### src/rtl/uart_pkg.sv
// Shared UART definitions: transmitter state encoding, line levels and the
// parity rule so transmitter and receiver agree on one definition.
package uart_pkg;

   typedef enum logic [2:0] {
      ST_IDLE,
      ST_START,
      ST_DATA,
      ST_PARITY,
      ST_STOP
   } uart_tx_state_e;

   localparam logic UART_IDLE_LVL  = 1'b1;
   localparam logic UART_START_LVL = 1'b0;

   // Data is zero-extended to 9 bits, which covers every legal frame width.
   function automatic logic uart_parity(input logic [8:0] data, input logic odd);
      return (^data) ^ odd;
   endfunction

endpackage

### src/rtl/uart_baud_gen.sv
// Clocks-per-bit counter: counts 0..CLKS_PER_BIT-1 and pulses bit_done on
// the last count of every bit period; restart realigns to a bit boundary.
module uart_baud_gen #(
   parameter int unsigned CLKS_PER_BIT = 16
) (
   input  logic clk,
   input  logic rst_n,
   input  logic restart,
   output logic bit_done
);

   localparam int unsigned   CW   = $clog2(CLKS_PER_BIT);
   localparam logic [CW-1:0] LAST = CW'(CLKS_PER_BIT - 1);

   logic [CW-1:0] cnt;

   always_ff @(posedge clk or negedge rst_n) begin
      if (!rst_n) begin
         cnt <= '0;
      end else if (restart || bit_done) begin
         cnt <= '0;
      end else begin
         cnt <= cnt + 1'b1;
      end
   end

   assign bit_done = (cnt == LAST);

endmodule

### src/rtl/uart_tx.sv
// UART transmitter: accepts a byte on a valid/ready handshake and shifts it
// out as start, LSB-first data, optional parity and stop bits on tx.
module uart_tx
   import uart_pkg::*;
#(
   parameter int unsigned CLKS_PER_BIT = 16,
   parameter int unsigned DATA_BITS    = 8,
   parameter int unsigned PARITY_EN    = 0,
   parameter int unsigned PARITY_ODD   = 0,
   parameter int unsigned STOP_BITS    = 1
) (
   input  logic                 clk,
   input  logic                 rst_n,
   input  logic                 tx_valid,
   output logic                 tx_ready,
   input  logic [DATA_BITS-1:0] tx_byte,
   output logic                 tx,
   output logic                 busy
);

   localparam int unsigned   BW        = $clog2(DATA_BITS + 1);
   localparam logic [BW-1:0] LAST_DATA = BW'(DATA_BITS - 1);
   localparam logic [BW-1:0] LAST_STOP = BW'(STOP_BITS - 1);

   uart_tx_state_e       state;
   uart_tx_state_e       state_next;
   logic                 bit_done;
   logic                 handshake;
   logic                 last_data;
   logic                 last_stop;
   logic                 tx_next;
   logic                 par_bit;
   logic [DATA_BITS-1:0] shreg;
   logic [BW-1:0]        bit_cnt;

   assign handshake = tx_valid && tx_ready;
   assign last_data = bit_done && (bit_cnt == LAST_DATA);
   assign last_stop = bit_done && (bit_cnt == LAST_STOP);

   uart_baud_gen #(
      .CLKS_PER_BIT(CLKS_PER_BIT)
   ) u_baud (
      .clk      (clk),
      .rst_n    (rst_n),
      .restart  (handshake),
      .bit_done (bit_done)
   );

   always_ff @(posedge clk or negedge rst_n) begin
      if (!rst_n) begin
         state <= ST_IDLE;
      end else begin
         state <= state_next;
      end
   end

   always_comb begin
      state_next = state;
      case (state)
         ST_IDLE:   if (tx_valid) state_next = ST_START;
         ST_START:  if (bit_done) state_next = ST_DATA;
         ST_DATA:   if (last_data) state_next = (PARITY_EN != 0) ? ST_PARITY : ST_STOP;
         ST_PARITY: if (bit_done) state_next = ST_STOP;
         ST_STOP:   if (last_stop) state_next = tx_valid ? ST_START : ST_IDLE;
         default:   state_next = ST_IDLE;
      endcase
   end

   always_comb begin
      tx_ready = 1'b0;
      tx_next  = UART_IDLE_LVL;
      case (state)
         ST_IDLE:   tx_ready = 1'b1;
         ST_START:  tx_next  = UART_START_LVL;
         ST_DATA:   tx_next  = shreg[0];
         ST_PARITY: tx_next  = par_bit;
         ST_STOP:   tx_ready = last_stop;
         default:   tx_next  = UART_IDLE_LVL;
      endcase
   end

   // tx and busy are registered from the state, so the line trails the FSM
   // by one clock; a handshake at edge k shows on tx after edge k+1.
   always_ff @(posedge clk or negedge rst_n) begin
      if (!rst_n) begin
         tx      <= UART_IDLE_LVL;
         busy    <= 1'b0;
         shreg   <= '0;
         par_bit <= 1'b0;
         bit_cnt <= '0;
      end else begin
         tx   <= tx_next;
         busy <= (state != ST_IDLE);

         if (handshake) begin
            shreg   <= tx_byte;
            par_bit <= uart_parity(9'(tx_byte), PARITY_ODD != 0);
         end else if (state == ST_DATA && bit_done) begin
            shreg <= shreg >> 1;
         end

         if (handshake || state_next != state) begin
            bit_cnt <= '0;
         end else if (bit_done && (state == ST_DATA || state == ST_STOP)) begin
            bit_cnt <= bit_cnt + 1'b1;
         end
      end
   end

endmodule

### config.mk
export PLATFORM = sky130hd
export DESIGN_NAME = uart_tx
export DESIGN_NICKNAME = d
export VERILOG_FILES = /design/src/rtl/uart_pkg.sv /design/src/rtl/uart_baud_gen.sv /design/src/rtl/uart_tx.sv
export SDC_FILE = /design/constraint.sdc
export NUM_CORES = 1
export LEC_CHECK = 0
export ABC_AREA = 1
export BUFFER_PORTS_ARGS = -buffer_cell sky130_fd_sc_hd__buf_2
export CAP_MARGIN = 5
export CORE_AREA = 2 2 58 60
export CTS_BUF_LIST = sky130_fd_sc_hd__clkbuf_2
export CTS_CLUSTER_DIAMETER = 60
export DETAILED_ROUTE_END_ITERATION = 8
export DIE_AREA = 0 0 60 62
export PLACE_DENSITY = 0.66
export SLEW_MARGIN = 20
export SYNTH_ARGS = -nofsm -noshare
export SYNTH_HDL_FRONTEND = slang
export SYNTH_SLANG_ARGS = --single-unit
### constraint.sdc
create_clock -name clk -period 1.45 [get_ports clk]
set_input_delay 0.2175 -clock clk [delete_from_list [all_inputs] [get_ports clk]]
set_output_delay 0.2175 -clock clk [all_outputs]
set_load 0.03 [all_outputs]
==> out/qor.csv <==
stage,metric,value,unit
status,status,"finished, violations left",
status,failing checks,negative setup slack,
drt,DR vias,1259,
clock_network,CTS buffer count,3,
drt,Remaining DRCs,0,
clock_network,Num Clock Sinks,22,
drt,final WL,2850,µm
die,Die Wd,60,µm
clock_network,clk_lat worst skew,0.33,ns
cells_and_area,n_diodes,0,
cells_and_area,share of cells above drive strength 1,34.2,%
drt,Antenna Nets Post-Route,0,
placed_design,dpl hpwl,1910,µm
setup_path,WS Path Type,reg -> out,
logic_synthesis,Syn Inst Count,189,
global_route,initial antenna violation count,0,
logic_synthesis,"Seq/Total Area, Yosys",40.6,%
placed_design,Placer Congestion,0.811,
timing,slew margin rel.,65.8,%
setup_path,Setup crit start kind,flop,
power_and_ir_drop,pwr/cell area,509,nW/µm²
drt,Vias/cell,4.65,
die,Die Y,62,µm
logic_synthesis,synth cell count leaders,"nand2_1, nor2_1, dfrtp_1",
logic_synthesis,asr flop ratio synth,100,%
clock_network,Root Buffer,clkbuf_2,
logic_synthesis,number of synthesized flops with an enable pin,0,
logic_synthesis,most numerous cell in the Yosys netlist,nand2_1,
die,Ports,14,
timing,Max Clock Freq,0.600,GHz
setup_path,CP max stage cell,dfrtp_1,
logic_synthesis,"flops & latches, synth",22,
global_route,largest net degree at the start of global routing,23,
logic_synthesis,syn_area_per_cell,7.20,µm²
timing,Tcrit/Tclk final,115,%
power_and_ir_drop,VDD IR max,0.246,mV
global_route,number of global-route vias before repair,1045,
drt,Pre-antenna DRT Iters,4,
timing,Setup TNS,-0.603,ns
drt,metal2 WL,1490,µm
cells_and_area,Final nets,240,
drt,top sig layer,met4,
die,initial core utilization,42.8,%
drt,initial detailed-routing violation count,25,
timing,Worst-Margin Slew,0.512,ns
setup_path,Critical Path RT,1.23,ns
timing,Setup WS post-layout,-0.216,ns
logic_synthesis,Syn Nets,203,
logic_synthesis,main flop type after synthesis,dfrtp_1,
logic_synthesis,largest area contributor in the netlist,dfrtp_1,
clock_network,CTS tree,done,
setup_path,crit path DAT,1.45,ns
cells_and_area,Area Overhead vs Synth,36.0,%
run,maxcap violations,0,
timing,min cycle time layout,1.67,ns
logic_synthesis,Yosys top cell area share,38.6,%
global_route,first-pass GRT wire length,4280,µm
power_and_ir_drop,Leakage,0.000954,µW
global_route,total grt overflow,0,
cells_and_area,Fill cells,305,
setup_path,Crit path max-delay family,flip-flops,
clock_network,H-tree depth,1,
die,core area,3180,µm²
setup_path,crit path buf inv count,1,
setup_path,crit-path max FO,2,
logic_synthesis,Synth Warn #,0,
drt,WL/cell,10.5,µm
logic_synthesis,synthesized cell area,1360,µm²
drt,Routed met3 length,49,µm
power_and_ir_drop,Pwr Total,941,µW
timing,final hold vios,0,
timing,# setup viols final,13,
drt,WL met1,1260,µm
setup_path,worst path cell trace,"ha_4, nand2_4, nor2_4, nand3_4, o21ai_4, buf_6",
timing,unrepaired setup endpoints after global routing,yes,
placed_design,number of I/O port buffers,13,
global_route,GRT Util Overall,15.6,%
clock_network,clk slew on worst S/H paths,0.22,ns
setup_path,Critical Path Max Stage Delay,0.44,ns
timing,Setup Skew,0.0189,ns
die,die area,3720,µm²
logic_synthesis,"Distinct cells, synth",25,
clock_network,clk buf depth,2,
min_path,HP Class,in -> reg,
logic_synthesis,main area contributors after synthesis,"dfrtp_1, nand2_1, nor2_1",
timing,Final Slew Violations,0,
setup_path,Worst Setup End Kind,primary output,
die,row count,21,
==> layout make-up <==
class                   count  area [µm²]  share of cell area (%)
clock buffers               3        15.0                   0.812
clock inverters             1        3.75                   0.203
inverters                  21        91.3                    4.94
multi-input cells         145         878                    47.5
flip-flops and latches     22         552                    29.8
well taps                  46        57.6                    3.11
repair buffers             32         240                    13.0
repair inverters            1        11.3                   0.609
==> power by group <==
part	internal (µW)	leakage, µW	switching [µW]	total [µW]
Combinational	26.7	0.000661	48.3	75.0
Sequential	615	0.000279	0	615
Clock	59.9	0.0000140	191	251
==> cells by family (layout without fill, tap and decap cells) <==
| group | after synthesis | in the layout | synth area share (%) |
|---|---|---|---|
| XOR/XNOR | 4 | 4 | 2.58 |
| adder cells (fa/ha/maj) | 3 | 3 | 2.76 |
| flip-flops | 22 | 22 | 40.6 |
| AO/OA/AOI/OAI | 11 | 11 | 5.06 |
| buffers and inverters | 22 | 58 | 6.81 |
| AND/OR/NAND/NOR | 127 | 127 | 42.2 |
==> layer usage <==
| metal | vias up | track usage [%] |
|---|---|---|
| met2 | 14 | 28.1 |
| met3 | 4 | 2.48 |
| met4 | 0 | 7.62 |
| met5 | - | 0 |
| li1 | 657 | - |
| met1 | 584 | 17.9 |
==> path summary, 6_finish.rpt <==
kind                       slack, ns                endpoint                    start  cells after the start
hold reg to reg                 0.57     par_bit$_DFFE_PN0P_      par_bit$_DFFE_PN0P_                      2
setup reg to reg               -0.06    shreg[4]$_DFFE_PN0P_  u_baud.cnt[0]$_DFF_PN0_                      9
min in group asynchronous       0.34  bit_cnt[3]$_DFFE_PN0P_                    rst_n                      2
max in group asynchronous       0.74    shreg[4]$_DFFE_PN0P_                    rst_n                      2
setup / recovery               -0.22                tx_ready  u_baud.cnt[0]$_DFF_PN0_                      6
hold / removal                  0.09    shreg[1]$_DFFE_PN0P_               tx_byte[1]                      3
==> worst reg2reg max path, delay by kind of cell (launching register included) <==
family	cells	cell delay [ns]
flops	1	0.44
compound gates	1	0.10
fa+ha+maj	1	0.17
buf+inv	3	0.26
simple gates	4	0.47
==> what timing repair did <==
action / CTS / global route
setup endpoints to repair: 1 / 18
buffers inserted: 4 / 7
gates resized for setup: 9 / 34
cloned: 0 / 1
hold buffers: 1 / 0
hold endpoints to repair: 21 / 0
pin swaps: 3 / 11
==> state kept, by name, summed over array words and instances (netlist names) <==
register,cells
shreg,8
state,3
bit_cnt,4
tx,1
u_baud.cnt,4
busy,1
par_bit,1
==> per-stage QoR <==
stage	setup slack, ns	cell area (µm²)	utilization, %	hold WS, ns	cells
floorplan	-0.00700	1390	-	-0.0781	189
global placement	0.0468	1580	49.5	0.215	257
detailed placement	0.0279	1580	49.5	0.221	257
CTS	-0.230	1670	52.5	0.0658	266
global route	-0.336	1850	58.2	0.0667	271
finish	-0.216	1850	58.2	0.0850	271
==> cell usage in the layout (no fill, tap or decap), types with 2 or more instances in the layout <==
master,count
nand2_1,55
nor2_1,28
dfrtp_1,21
inv_1,19
buf_4,15
buf_2,12
nand2_2,9
nand3_1,8
nor2_4,6
nand2_4,6
nor2_2,5
o21ai_2,4
xor2_1,3
a21oi_1,3
clkbuf_2,3
nand3_4,2
nand2_8,2
nand3_2,2
nand4_1,2
ha_4,2
buf_6,2
(Power assumes the default switching activity.)
